## src/rtl/al_dram_pkg.sv

```systemverilog
// Shared sizing helpers and constants for the distributed-RAM FIFO.
// Latency: n/a (compile-time only).
// Backpressure: n/a.
package al_dram_pkg;

    // Default address width; depth is 2**ADDR_WIDTH words.
    localparam int DEFAULT_ADDR_WIDTH = 4;
    localparam int DEFAULT_DEPTH      = 1 << DEFAULT_ADDR_WIDTH;

    // Legal almost-full threshold range is AFULL_LEVEL_MIN .. depth-AFULL_LEVEL_TOP_GAP.
    localparam int AFULL_LEVEL_MIN     = 1;
    localparam int AFULL_LEVEL_TOP_GAP = 1;

    // Occupancy counter needs one bit more than the address to hold "depth".
    function automatic int cnt_width(input int aw);
        return aw + 1;
    endfunction

    function automatic int depth_of(input int aw);
        return 1 << aw;
    endfunction

    function automatic int afull_max(input int aw);
        return depth_of(aw) - AFULL_LEVEL_TOP_GAP;
    endfunction

    // Pins an out-of-range threshold to the nearest legal value.
    function automatic int afull_clamp(input int lvl, input int aw);
        if (lvl < AFULL_LEVEL_MIN) return AFULL_LEVEL_MIN;
        if (lvl > afull_max(aw))   return afull_max(aw);
        return lvl;
    endfunction

endpackage

```

## src/rtl/al_logic_dram_mem.sv

```systemverilog
// DATA_WIDTH x 2**ADDR_WIDTH storage array, synchronous write, asynchronous read.
// Latency: write visible on the read port the cycle after the write edge; read is combinational.
// Backpressure: none; the caller decides when a write is legal.
module al_logic_dram_mem #(
    parameter int DATA_WIDTH = 4,
    parameter int ADDR_WIDTH = 4
) (
    input  logic                  clk,
    input  logic                  wr_en_i,
    input  logic [ADDR_WIDTH-1:0] wr_addr_i,
    input  logic [DATA_WIDTH-1:0] wr_dat_i,
    input  logic [ADDR_WIDTH-1:0] rd_addr_i,
    output logic [DATA_WIDTH-1:0] rd_dat_o
);

    logic [DATA_WIDTH-1:0] mem_q [1 << ADDR_WIDTH];

    // Storage is intentionally not reset so it maps onto LUT RAM.
    always_ff @(posedge clk) begin
        if (wr_en_i) begin
            mem_q[wr_addr_i] <= wr_dat_i;
        end
    end

    assign rd_dat_o = mem_q[rd_addr_i];

endmodule

```

## src/rtl/al_logic_dram_fifo.sv

```systemverilog
// Synchronous FIFO on distributed RAM with registered occupancy flags and overflow/underflow pulses.
// Latency: 1-cycle read data in standard mode; with AL_DRAM_FIFO_FWFT_EN, head word shown combinationally.
// Backpressure: writes rejected while full, reads rejected while empty; each rejection pulses overflow/underflow.
module al_logic_dram_fifo
    import al_dram_pkg::*;
#(
    parameter int DATA_WIDTH  = 4,
    parameter int ADDR_WIDTH  = DEFAULT_ADDR_WIDTH,
    parameter int AFULL_LEVEL = (1 << ADDR_WIDTH) - 2
) (
    input  logic                  clk,
    input  logic                  rst,
    input  logic                  wr_en,
    input  logic [DATA_WIDTH-1:0] din,
    input  logic                  rd_en,
    output logic [DATA_WIDTH-1:0] dout,
    output logic                  full,
    output logic                  empty,
    output logic                  almost_full,
    output logic [ADDR_WIDTH:0]   count,
    output logic                  overflow,
    output logic                  underflow
);

    localparam int                CW      = cnt_width(ADDR_WIDTH);
    localparam logic [CW-1:0]     DEPTH_C = CW'(depth_of(ADDR_WIDTH));
    localparam logic [CW-1:0]     AFULL_C = CW'(afull_clamp(AFULL_LEVEL, ADDR_WIDTH));

    // Pointers carry an extra wrap bit above the address.
    logic [ADDR_WIDTH:0]   wptr_q, wptr_d;
    logic [ADDR_WIDTH:0]   rptr_q, rptr_d;
    logic [CW-1:0]         count_q, count_d;
    logic                  empty_q, full_q, afull_q;
    logic                  ovf_q, unf_q;
    logic                  wr_acc, rd_acc;
    logic [DATA_WIDTH-1:0] rd_dat;

    // Accept decisions use the registered flags, so a full FIFO still drains and an empty one still fills.
    always_comb begin
        wr_acc  = wr_en & ~full_q;
        rd_acc  = rd_en & ~empty_q;
        wptr_d  = wptr_q + {{ADDR_WIDTH{1'b0}}, wr_acc};
        rptr_d  = rptr_q + {{ADDR_WIDTH{1'b0}}, rd_acc};
        count_d = count_q;
        case ({wr_acc, rd_acc})
            2'b10:   count_d = count_q + CW'(1);
            2'b01:   count_d = count_q - CW'(1);
            default: count_d = count_q;
        endcase
    end

    // Pointer, count and flag state; flags are computed from the next count so they settle with it.
    always_ff @(posedge clk or posedge rst) begin
        if (rst) begin
            wptr_q  <= '0;
            rptr_q  <= '0;
            count_q <= '0;
            empty_q <= 1'b1;
            full_q  <= 1'b0;
            afull_q <= 1'b0;
            ovf_q   <= 1'b0;
            unf_q   <= 1'b0;
        end else begin
            wptr_q  <= wptr_d;
            rptr_q  <= rptr_d;
            count_q <= count_d;
            empty_q <= (count_d == '0);
            full_q  <= (count_d == DEPTH_C);
            afull_q <= (count_d >= AFULL_C);
            ovf_q   <= wr_en & full_q;
            unf_q   <= rd_en & empty_q;
        end
    end

    // A write coinciding with reset is dropped rather than landing in the array.
    al_logic_dram_mem #(
        .DATA_WIDTH (DATA_WIDTH),
        .ADDR_WIDTH (ADDR_WIDTH)
    ) u_mem (
        .clk       (clk),
        .wr_en_i   (wr_acc & ~rst),
        .wr_addr_i (wptr_q[ADDR_WIDTH-1:0]),
        .wr_dat_i  (din),
        .rd_addr_i (rptr_q[ADDR_WIDTH-1:0]),
        .rd_dat_o  (rd_dat)
    );

`ifdef AL_DRAM_FIFO_FWFT_EN
    // Head word falls through; blank while there is nothing to show.
    assign dout = empty_q ? '0 : rd_dat;
`else
    logic [DATA_WIDTH-1:0] dout_q;

    // Capture the head word on the edge that pops it, hold it otherwise.
    always_ff @(posedge clk or posedge rst) begin
        if (rst) begin
            dout_q <= '0;
        end else if (rd_acc) begin
            dout_q <= rd_dat;
        end
    end

    assign dout = dout_q;
`endif

    assign full        = full_q;
    assign empty       = empty_q;
    assign almost_full = afull_q;
    assign count       = count_q;
    assign overflow    = ovf_q;
    assign underflow   = unf_q;

endmodule
```

## config.mk

```make
export PLATFORM = sky130hd
export DESIGN_NAME = al_logic_dram_fifo
export DESIGN_NICKNAME = d
export VERILOG_FILES = /design/src/rtl/al_dram_pkg.sv /design/src/rtl/al_logic_dram_mem.sv /design/src/rtl/al_logic_dram_fifo.sv
export SDC_FILE = /design/constraint.sdc
export NUM_CORES = 1
export LEC_CHECK = 0
export BUFFER_PORTS_ARGS = -buffer_cell sky130_fd_sc_hd__buf_4
export CORE_MARGIN = 1.5
export CORE_UTILIZATION = 50
export DETAILED_ROUTE_END_ITERATION = 10
export GPL_TIMING_DRIVEN = 1
export PLACE_DENSITY_LB_ADDON = 0.2
export SLEW_MARGIN = 20
export SYNTH_ARGS = -nofsm -noshare
export SYNTH_HDL_FRONTEND = slang
export SYNTH_SLANG_ARGS = --single-unit
export TNS_END_PERCENT = 50
```

## constraint.sdc

```tcl
create_clock -name clk -period 5.5 [get_ports clk]
set_input_delay 0.55 -clock clk [delete_from_list [all_inputs] [get_ports clk]]
set_output_delay 0.55 -clock clk [all_outputs]
set_load 0.1 [all_outputs]
```

### Word level (Yosys, flattened, before mapping)

Memory sizes are Yosys's and may differ from the RTL's. A register that Yosys moved wholly into a read port is not among the register bits.
Cells that the tools add are included.
W data, S select, Z words.

| cells by class | value |
|---|---|
| $add $sub $neg | 4 |
| $lt $le $gt $ge | 1 |
| equality and inequality tests | 3 |
| multiplexer cells | 3 |
| divide/modulo/power cells | 0 |
| bitwise gates (word level) | 8 |
| $mul | 0 |
| shift-type cells | 0 |
| reductions and logical operators | 1 |

Operators by type and width:

| cell | count |
|---|---|
| $add A5 B1 Y5 | 2 |
| $pmux W5 S2 | 1 |
| $add A5 B1 Y5 const B | 1 |
| $and A1 B1 Y1 | 5 |
| $eq A5 B5 Y1 const B | 1 |
| $ge A5 B4 Y1 const B | 1 |
| $logic_not A5 Y1 | 1 |
| $sub A5 B1 Y5 const B | 1 |
| $not A1 Y1 | 3 |
| $eq A2 B1 Y1 const B | 1 |
| $eq A2 B2 Y1 const B | 1 |
| $mux W1 | 2 |

| word-level totals | value |
|---|---|
| input bits | 8 |
| memory bits (read-only) | 0 |
| word-level logic and storage cells | 29 |
| memory bits (writable) | 64 |
| memories kept | 1 |
| output and inout bits | 14 |
| bits in latches | 0 |
| bits in registers | 20 |

Memories:

| memory | words | bits a word | read ports | clocked after memory_dff | write ports | RTL line | RTL |
|---|---|---|---|---|---|---|---|
| u_mem.mem_q | 16 | 4 | 1 | 1 | 1 | al_logic_dram_mem.sv:16 | `logic [DATA_WIDTH-1:0] mem_q [1 << ADDR_WIDTH];` |

### Logic depth before layout (Yosys ltp)

Gate-level depths: netlist of run 1.

| depth | value |
|---|---|
| depth after elaboration | 5 |
| mapped depth | 11 |
| gate-level depth less buffers | 10 |

### Modules after synthesis

From an unflattened synthesis of run 1, not the netlist that was laid out.

| unflattened totals | value |
|---|---|
| cell total of the unflattened synthesis | 229 |
| area total of the unflattened synthesis | 3669.8 um^2 |

Modules (own cells, without submodules):

| module | sequential area each (um^2) | times used | area an instance (um^2) | cells each |
|---|---|---|---|---|
| al_logic_dram_mem | 1921.8 | 1 | 2586.2 | 126 |
| al_logic_dram_fifo | 551.8 | 1 | 1083.5 | 103 |

### Least setup slack after synthesis of run 1

No wires, ideal clock.

| timing path | value |
|---|---|
| kind | reg-to-reg |
| from | reg full_q (netlist: full) |
| to | reg empty_q (netlist: empty) |
| data required time | 5437 ps |
| library setup time | 63 ps |
| stages on the path, launching flop included | 11 |
| setup slack | 2494 ps |
| period minus slack after synthesis | 3006 ps |
| buffers on the path | 0 |
| data arrival time | 2942 ps |
| cell sequence | dfrtp_1 -> and2b_1 -> inv_1 -> nand2_1 -> xnor2_1 -> ha_1 -> a21oi_1 -> nor3_1 -> or3_1 -> a31o_2 -> and4bb_1 |

| between the ends | value |
|---|---|
| cells in the longest elaborated chain, start to end | 5 |

RTL lines:

| what | RTL line | RTL |
|---|---|---|
| start, declared | al_logic_dram_fifo.sv:33 | `logic empty_q, full_q, afull_q;` |
| start signal, assigned | al_logic_dram_fifo.sv:68 | `full_q <= (count_d == DEPTH_C);` |
| $not A1 Y1 * | al_logic_dram_fifo.sv:40 | `wr_acc = wr_en & ~full_q;` |
| $and A1 B1 Y1 * | al_logic_dram_fifo.sv:40 |  |
| $eq A2 B1 Y1 or $eq A2 B2 Y1 (tied branches) | al_logic_dram_fifo.sv:45 | `case ({wr_acc, rd_acc})` |
| $pmux W5 S2 * | al_logic_dram_fifo.sv:45 |  |
| $logic_not A5 Y1 * | al_logic_dram_fifo.sv:67 | `empty_q <= (count_d == '0);` |
| end signal, assigned | al_logic_dram_fifo.sv:67 |  |
| end, declared | al_logic_dram_fifo.sv:33 |  |

Every way passes the cells marked *; elsewhere a longest branch is shown, timed or not.

### Final worst setup path of run 1

| timing path | value |
|---|---|
| from | reg empty_q (netlist: empty) |
| to | reg empty_q (netlist: empty) |

| between the ends | value |
|---|---|
| cells in the longest elaborated chain, start to end | 5 |

RTL lines:

| what | RTL line | RTL |
|---|---|---|
| $not A1 Y1 * | al_logic_dram_fifo.sv:41 | `rd_acc = rd_en & ~empty_q;` |
| $and A1 B1 Y1 * | al_logic_dram_fifo.sv:41 |  |
| $eq A2 B1 Y1 or $eq A2 B2 Y1 (tied branches) | al_logic_dram_fifo.sv:45 |  |
| $pmux W5 S2 * | al_logic_dram_fifo.sv:45 |  |
| net count_d[3] | al_logic_dram_fifo.sv:32 | `logic [CW-1:0] count_q, count_d;` |
| $logic_not A5 Y1 * | al_logic_dram_fifo.sv:67 |  |

The timed path passes the listed nets; every way through them passes the cells marked *.

==> reports/metrics.yaml, run 1 <==
synthesis:
  avgSynthCellArea_um2: 16.57
  synthCells: 217
  synth_nets: 230
  yosys-top-cells-count: "edfxtp_1 (64), dfrtp_1 (21), mux4_2 (20)"
  synth_top_area_share_pct: 53.46
  async_flop_share_pct: 25.58
  synth-seq-cells: 86
  yosysTopAreaCell: "edfxtp_1"
  synthFlopType: "edfxtp_1"
  ys_seq_area_share_pct: 68.81
  yosysWarnings: 0
  synth-edff-count: 64
  syn-cell-area_mm2: 0.003595
  ys_top_cells_by_area: "edfxtp_1 (53%), dfrtp_1 (15%), mux4_2 (13%)"
  yosysMostFrequentCell: "edfxtp_1"
  synth.distinct_cells: 43
run_status:
  outcome: "complete, no violations"
clock_network:
  cts_root_buf: "clkbuf_8"
  h-tree-depth: 3
  cts.repair.resized: 0
  hold_buffers: 0
  tritoncts: "done"
  cts_inserted_buffers: 9
  cts.sinks: 86
  insertion_delay_ns: 0.35
  post_cts_buffers: 0
  clkTransAtPathRegs_ns: 0.08
  cts_buffer_depth: 2
global_route:
  grt_pass1_vias: 1866
  grt_usage_pct: 18.51
  antenna_found_initial: 0
  grt-ovfl-total: 0
  grt_pass1_wl_um: 9991
  grt_max_degree: 23
timing:
  tns_ns: 0
  worst_clock_skew_ns: 0.01062
  hold_viol: 0
  fin_crit_sh_pct: 52.64
  setup_slack_ns: 2.605
  slew-limit-headroom_pct: 42.52
  drv_slew: 0
  worst-slew-pin-transition_ns: 0.8612
  finalSetupViolations: 0
  rsz0062_at_grt: "false"
  layout_min_cycle_time_ns: 2.895
  hold_ws_ns: 0.4127
  max_freq_ghz: 0.3454
pwr:
  pwr_density_cell_mw_per_mm2: 586.0
  power_frac_seq_pct: 39.2
  power.switching_uw: 944.3
  power_mw: 2.384
  p_leak_nw: 1.458
  ir_worst_vdd_v: 0.0002184
  power.internal_mw: 1.440
  switching_share_pct: 39.60
  p_clk_share_pct: 21.5
  combPwrFrac_pct: 39.3
floorplan:
  core_area_mm2: 0.006869
  dieWidth_um: 87.79
  start_util_pct: 52.33
  die_h_um: 87.79
  io_pins: 22
  die_area_mm2: 0.007707
  placementRows: 30
critical_path:
  worstPathRequired_ns: 5.79
  crit_slowest_cell: "dfstp_2"
  path_cells: "nand2b_1, inv_2, ha_1, or4_1, a211oi_2, a2111oi_2, xnor2_1, inv_2, and4bb_1"
  critical_path_buf_inv_count: 2
  critPathLaunchType: "flip-flop"
  cp_common_cell: "inv_2"
  crit_type: "flip-flop to flip-flop"
  cp_slowest_stage_delay_ns: 0.54
  worst-path-max-fanout: 13
  cp.arrival_ns: 3.18
  crit_family: "simple AND/OR/NAND/NOR gates"
  cp-end-kind: "flip-flop"
hold_path:
  min_path_type: "input pin to asynchronous set/reset pin"
detailed_routing:
  wl_per_cell_um: 18.99
  drtPass1Iterations: 4
  ant_nets: 0
  drc: 0
  wl_um: 6458
  vias_per_cell: 5.556
  via_count: 1889
  drt_iter0_drc: 113
placement:
  place_ws_ns: 2.516
  dp.cells: 325
  gp_congestion: 0.8457
  io_buffer_count: 21
  placed_cell_area_mm2: 0.003835
  dp_hpwl_um: 4551
layout:
  instances_no_fill: 340
  antennaDiodeCount: 0
  seqCellArea_mm2: 0.002474
  final_area_mm2: 0.004069
  fin_util_pct: 59.24
  final_nets: 253
  area_delta_synth_final_pct: 13.19
  drive_above_1_share_pct: 26.23
  fill_cells: 519
  multiInputGateArea_mm2: 0.001050
job:
  maxCapViolCount: 0
power by group through the flow:
| stage | Sequential [mW] | Clock, mW | Combinational, mW |
|---|---|---|---|
| 2_1_floorplan | 1.18 | 0 | 0.492 |
| 3_3_place_gp | 0.949 | 0 | 0.938 |
| 3_5_place_dp | 0.948 | 0 | 0.943 |
| 4_1_cts | 0.934 | 0.522 | 0.945 |
| 5_1_grt | 0.951 | 0.547 | 0.993 |
| 6_report | 0.935 | 0.513 | 0.937 |
layout by cell type (no fill, tap or decap), drive strengths merged, types with 4 or more instances in the layout:
master and instances:
edfxtp 64, buf 22, dfrtp 21, mux4 20
nand2 18, nor2 14, clkbuf 10, inv 8
xnor2 6, nor3 6, nand2b 5, ha 5
nor4 4
final timing paths:
check,start,end,slack (ns),depth (start not counted)
max in group asynchronous,rst,wptr_q[1],4.56,2
worst min register to register,dout[3],dout[3],0.48,2
worst max-delay path,empty,empty,2.60,9
min in group clk,rd_en,underflow,0.43,2
worst min-delay path,rst,wptr_q[0],0.41,2
worst max register to register,empty,empty,2.60,9
kinds of logic (layout without fill, tap and decap cells):
kind of cell / Yosys count / in the layout / synth area share (%)
DFF: 86 / 86 / 68.81
and+or+nand+nor: 66 / 66 / 9.398
muxes: 21 / 21 / 12.84
buffers and inverters: 17 / 44 / 1.984
AOI/OAI and AO/OA: 14 / 14 / 3.271
xor gates and xnor gates: 8 / 8 / 1.949
adders and majority gates: 5 / 5 / 1.740
metal layers:
layer | routed length, um | share of wire [%] | global-route usage, % | vias up
li1 | - | - | - | 875
met1 | 3211 | 50 | 26.78 | 970
met2 | 2988 | 46 | 27.69 | 34
met3 | 182 | 2.8 | 3.676 | 10
met4 | 75 | 1.2 | 7.792 | 0
met5 | 0 | 0 | 0 | -
registers in the layout, summed over array words and instances, names as in the netlist:
name         cells
almost_full      1
count            5
dout             4
empty            1
full             1
overflow         1
rptr_q           4
u_mem.mem_q     64
underflow        1
wptr_q           4
area by class of cell:
| class | count | share of cell area [%] |
|---|---|---|
| flip-flops and latches | 86 | 60.79 |
| well taps | 96 | 2.952 |
| repair buffers | 22 | 4.059 |
| inverters | 7 | 0.6458 |
| clock inverters | 5 | 2.614 |
| clock buffers | 10 | 3.137 |
| multi-input cells | 114 | 25.80 |
No activity file was read; power rests on OpenSTA's default activity.
==> run 2: changes to the inputs <==
==> constraint.sdc (replaced) <==
create_clock -name clk -period 2.7 [get_ports clk]
set_input_delay 0.27 -clock clk [delete_from_list [all_inputs] [get_ports clk]]
set_output_delay 0.27 -clock clk [all_outputs]
set_load 0.1 [all_outputs]
==> reports/metrics.yaml, run 2 (synthesis gave the netlist of run 1 again) <==
run_status:
  outcome: "complete, no violations"
global_route:
  antenna_found_initial: 0  # unchanged
  grt_pass1_vias: 1945  # +4.2%
  grt_pass1_wl_um: 10540  # +5.5%
  grt-ovfl-total: 0  # unchanged
  grt_usage_pct: 19.50  # +0.99 points
  grt_max_degree: 23  # unchanged
timing:
  rsz0062_at_grt: "false"
  worst_clock_skew_ns: 0.01151  # +0.0008817 ns
  fin_crit_sh_pct: 93.63  # +41 points
  hold_viol: 0  # unchanged
  drv_slew: 0  # unchanged
  max_freq_ghz: 0.3956  # +15%
  finalSetupViolations: 0  # unchanged
  slew-limit-headroom_pct: 43.26  # +0.74 points
  tns_ns: 0  # unchanged
  worst-slew-pin-transition_ns: 0.8502  # -0.01104 ns
  layout_min_cycle_time_ns: 2.528  # -0.3671 ns
pwr:
  power_frac_seq_pct: 40.2  # +1.0 points
  power_mw: 4.740  # +99%
  p_leak_nw: 1.459  # about the same
  power.switching_mw: 1.958  # +110%
  ir_worst_vdd_v: 0.0004407  # +100%
  p_clk_share_pct: 18.8  # -2.7 points
  switching_share_pct: 41.31  # +1.7 points
  combPwrFrac_pct: 41.0  # +1.7 points
  pwr_density_cell_mw_per_mm2: 1160  # +98%
  power.internal_mw: 2.782  # +93%
detailed_routing:
  drc: 0  # unchanged
  vias_per_cell: 5.642  # +1.6%
  drt_iter0_drc: 87  # -23%
  wl_per_cell_um: 19.12  # +0.66%
  via_count: 1941  # +2.8%
  ant_nets: 0  # unchanged
  drtPass1Iterations: 4  # unchanged
  wl_um: 6577  # +1.8%
clock_network:
  cts.sinks: 86  # unchanged
  cts_root_buf: "clkbuf_8"
  insertion_delay_ns: 0.35  # about the same
  cts.repair.resized: 0  # unchanged
  h-tree-depth: 3  # unchanged
  tritoncts: "done"
  cts_buffer_depth: 2  # unchanged
  cts_inserted_buffers: 9  # unchanged
  post_cts_buffers: 0  # unchanged
  clkTransAtPathRegs_ns: 0.08  # about the same
critical_path:
  crit_type: "flip-flop to flip-flop"
  cp-end-kind: "flip-flop"
  crit_slowest_cell: "dfrtp_4"
  critical_path_buf_inv_count: 1  # -1
  critPathLaunchType: "flip-flop"
  worst-path-max-fanout: 6  # -7
  crit_family: "simple AND/OR/NAND/NOR gates"
  cp_slowest_stage_delay_ns: 0.41  # -0.13 ns
  cp.arrival_ns: 2.82  # -0.36 ns
  path_cells: "and2b_1, inv_1, nand2_2, xnor2_1, ha_1, a21oi_1, nor3_1, or3_1, a31o_2, and4bb_1"
  worstPathRequired_ns: 2.99  # -2.80 ns
floorplan:
  io_pins: 22  # unchanged
  start_util_pct: 52.33  # unchanged
  die_h_um: 87.79  # unchanged
  core_area_mm2: 0.006869  # unchanged
  die_area_mm2: 0.007707  # unchanged
  dieWidth_um: 87.79  # unchanged
  placementRows: 30  # unchanged
layout:
  largest_reg_flops: 64  # unchanged
  layout_commonest_cell: "edfxtp_1"
  area_delta_synth_final_pct: 13.68
  antennaDiodeCount: 0  # unchanged
  largest-register: "u_mem.mem_q"
  drive_above_1_share_pct: 29.03  # +2.8 points
  final_nets: 256  # +1.2%
  fill_cells: 538  # +3.7%
  layout_common_cells: "edfxtp_1 (64), buf_4 (25), mux4_2 (20), dfrtp_1 (20), nand2_1 (17)"
hold_path:
  min_path_type: "input pin to asynchronous set/reset pin"
placement:
  gp_congestion: 0.8340  # -1.4%
  io_buffer_count: 21  # unchanged
  dp_hpwl_um: 4515  # -0.80%
job:
  maxCapViolCount: 0  # unchanged
run 2: through the flow:
stage | util (%) | hold WS (ns) | area (um2) | instances | setup slack, ns
detailed placement | 56.63 | 0.4736 | 3890 | 328 | 0.2014
global route | 59.49 | 0.1218 | 4086 | 344 | 0.01005
finish | 59.49 | 0.1113 | 4086 | 344 | 0.1719
CTS | 59.49 | 0.1234 | 4086 | 344 | 0.1786
floorplan | - | 0.2585 | 3633 | 217 | 0.01029
global placement | 56.63 | 0.4622 | 3890 | 328 | 0.2471
run 2: path summary, 6_finish.rpt:
path / to / cells after the start / startpoint / slack, ns
max: empty / 10 / full / 0.17
max reg2reg: empty / 10 / full / 0.17
max in group asynchronous: full / 2 / rst / 1.97
min in group clk: overflow / 2 / wr_en / 0.14
min reg2reg: dout[3] / 2 / dout[3] / 0.49
min: count[1] / 2 / rst / 0.11
run 2: power groups by stage:
stage / Combinational [mW] / Clock, mW / Sequential [mW]
after detailed placement: 1.95 / 0 / 1.93
after global routing: 2.08 / 0.967 / 1.94
after global placement: 1.94 / 0 / 1.93
after floorplan: 1.02 / 0 / 2.42
final: 1.94 / 0.890 / 1.91
after CTS: 1.96 / 0.910 / 1.90
run 2: area by class of cell:
cell class | instances | area [um2] | area share (%)
well taps | 96 | 120.1 | 2.939
flip-flops and latches | 86 | 2481 | 60.72
clock inverters | 6 | 68.82 | 1.684
repair buffers | 25 | 187.7 | 4.593
clock buffers | 10 | 127.6 | 3.123
multi-input cells | 114 | 1072 | 26.24
inverters | 7 | 28.78 | 0.7042
run 2: per-layer routing:
| layer | vias up | wire length, um | global-route usage [%] |
|---|---|---|---|
| met5 | - | 0 | 0 |
| met2 | 46 | 3240 | 29.29 |
| met3 | 5 | 222 | 5.655 |
| met1 | 1003 | 3053 | 27.44 |
| met4 | 0 | 60 | 7.071 |
| li1 | 887 | - | - |
run 2: worst reg2reg max path, stage by stage (launching register included):
cell and delay (ns):
dfrtp_4 0.41, and2b_1 0.20, inv_1 0.22, nand2_2 0.15, xnor2_1 0.15, ha_1 0.20, a21oi_1 0.17, nor3_1 0.12
or3_1 0.38, a31o_2 0.22, and4bb_1 0.26
run 2: what timing repair did:
| item | CTS | global route |
|---|---|---|
| setup endpoints to repair | 0 | 1 |
| hold buffers | 0 | 0 |
| endpoints found under the hold margin | 0 | 0 |
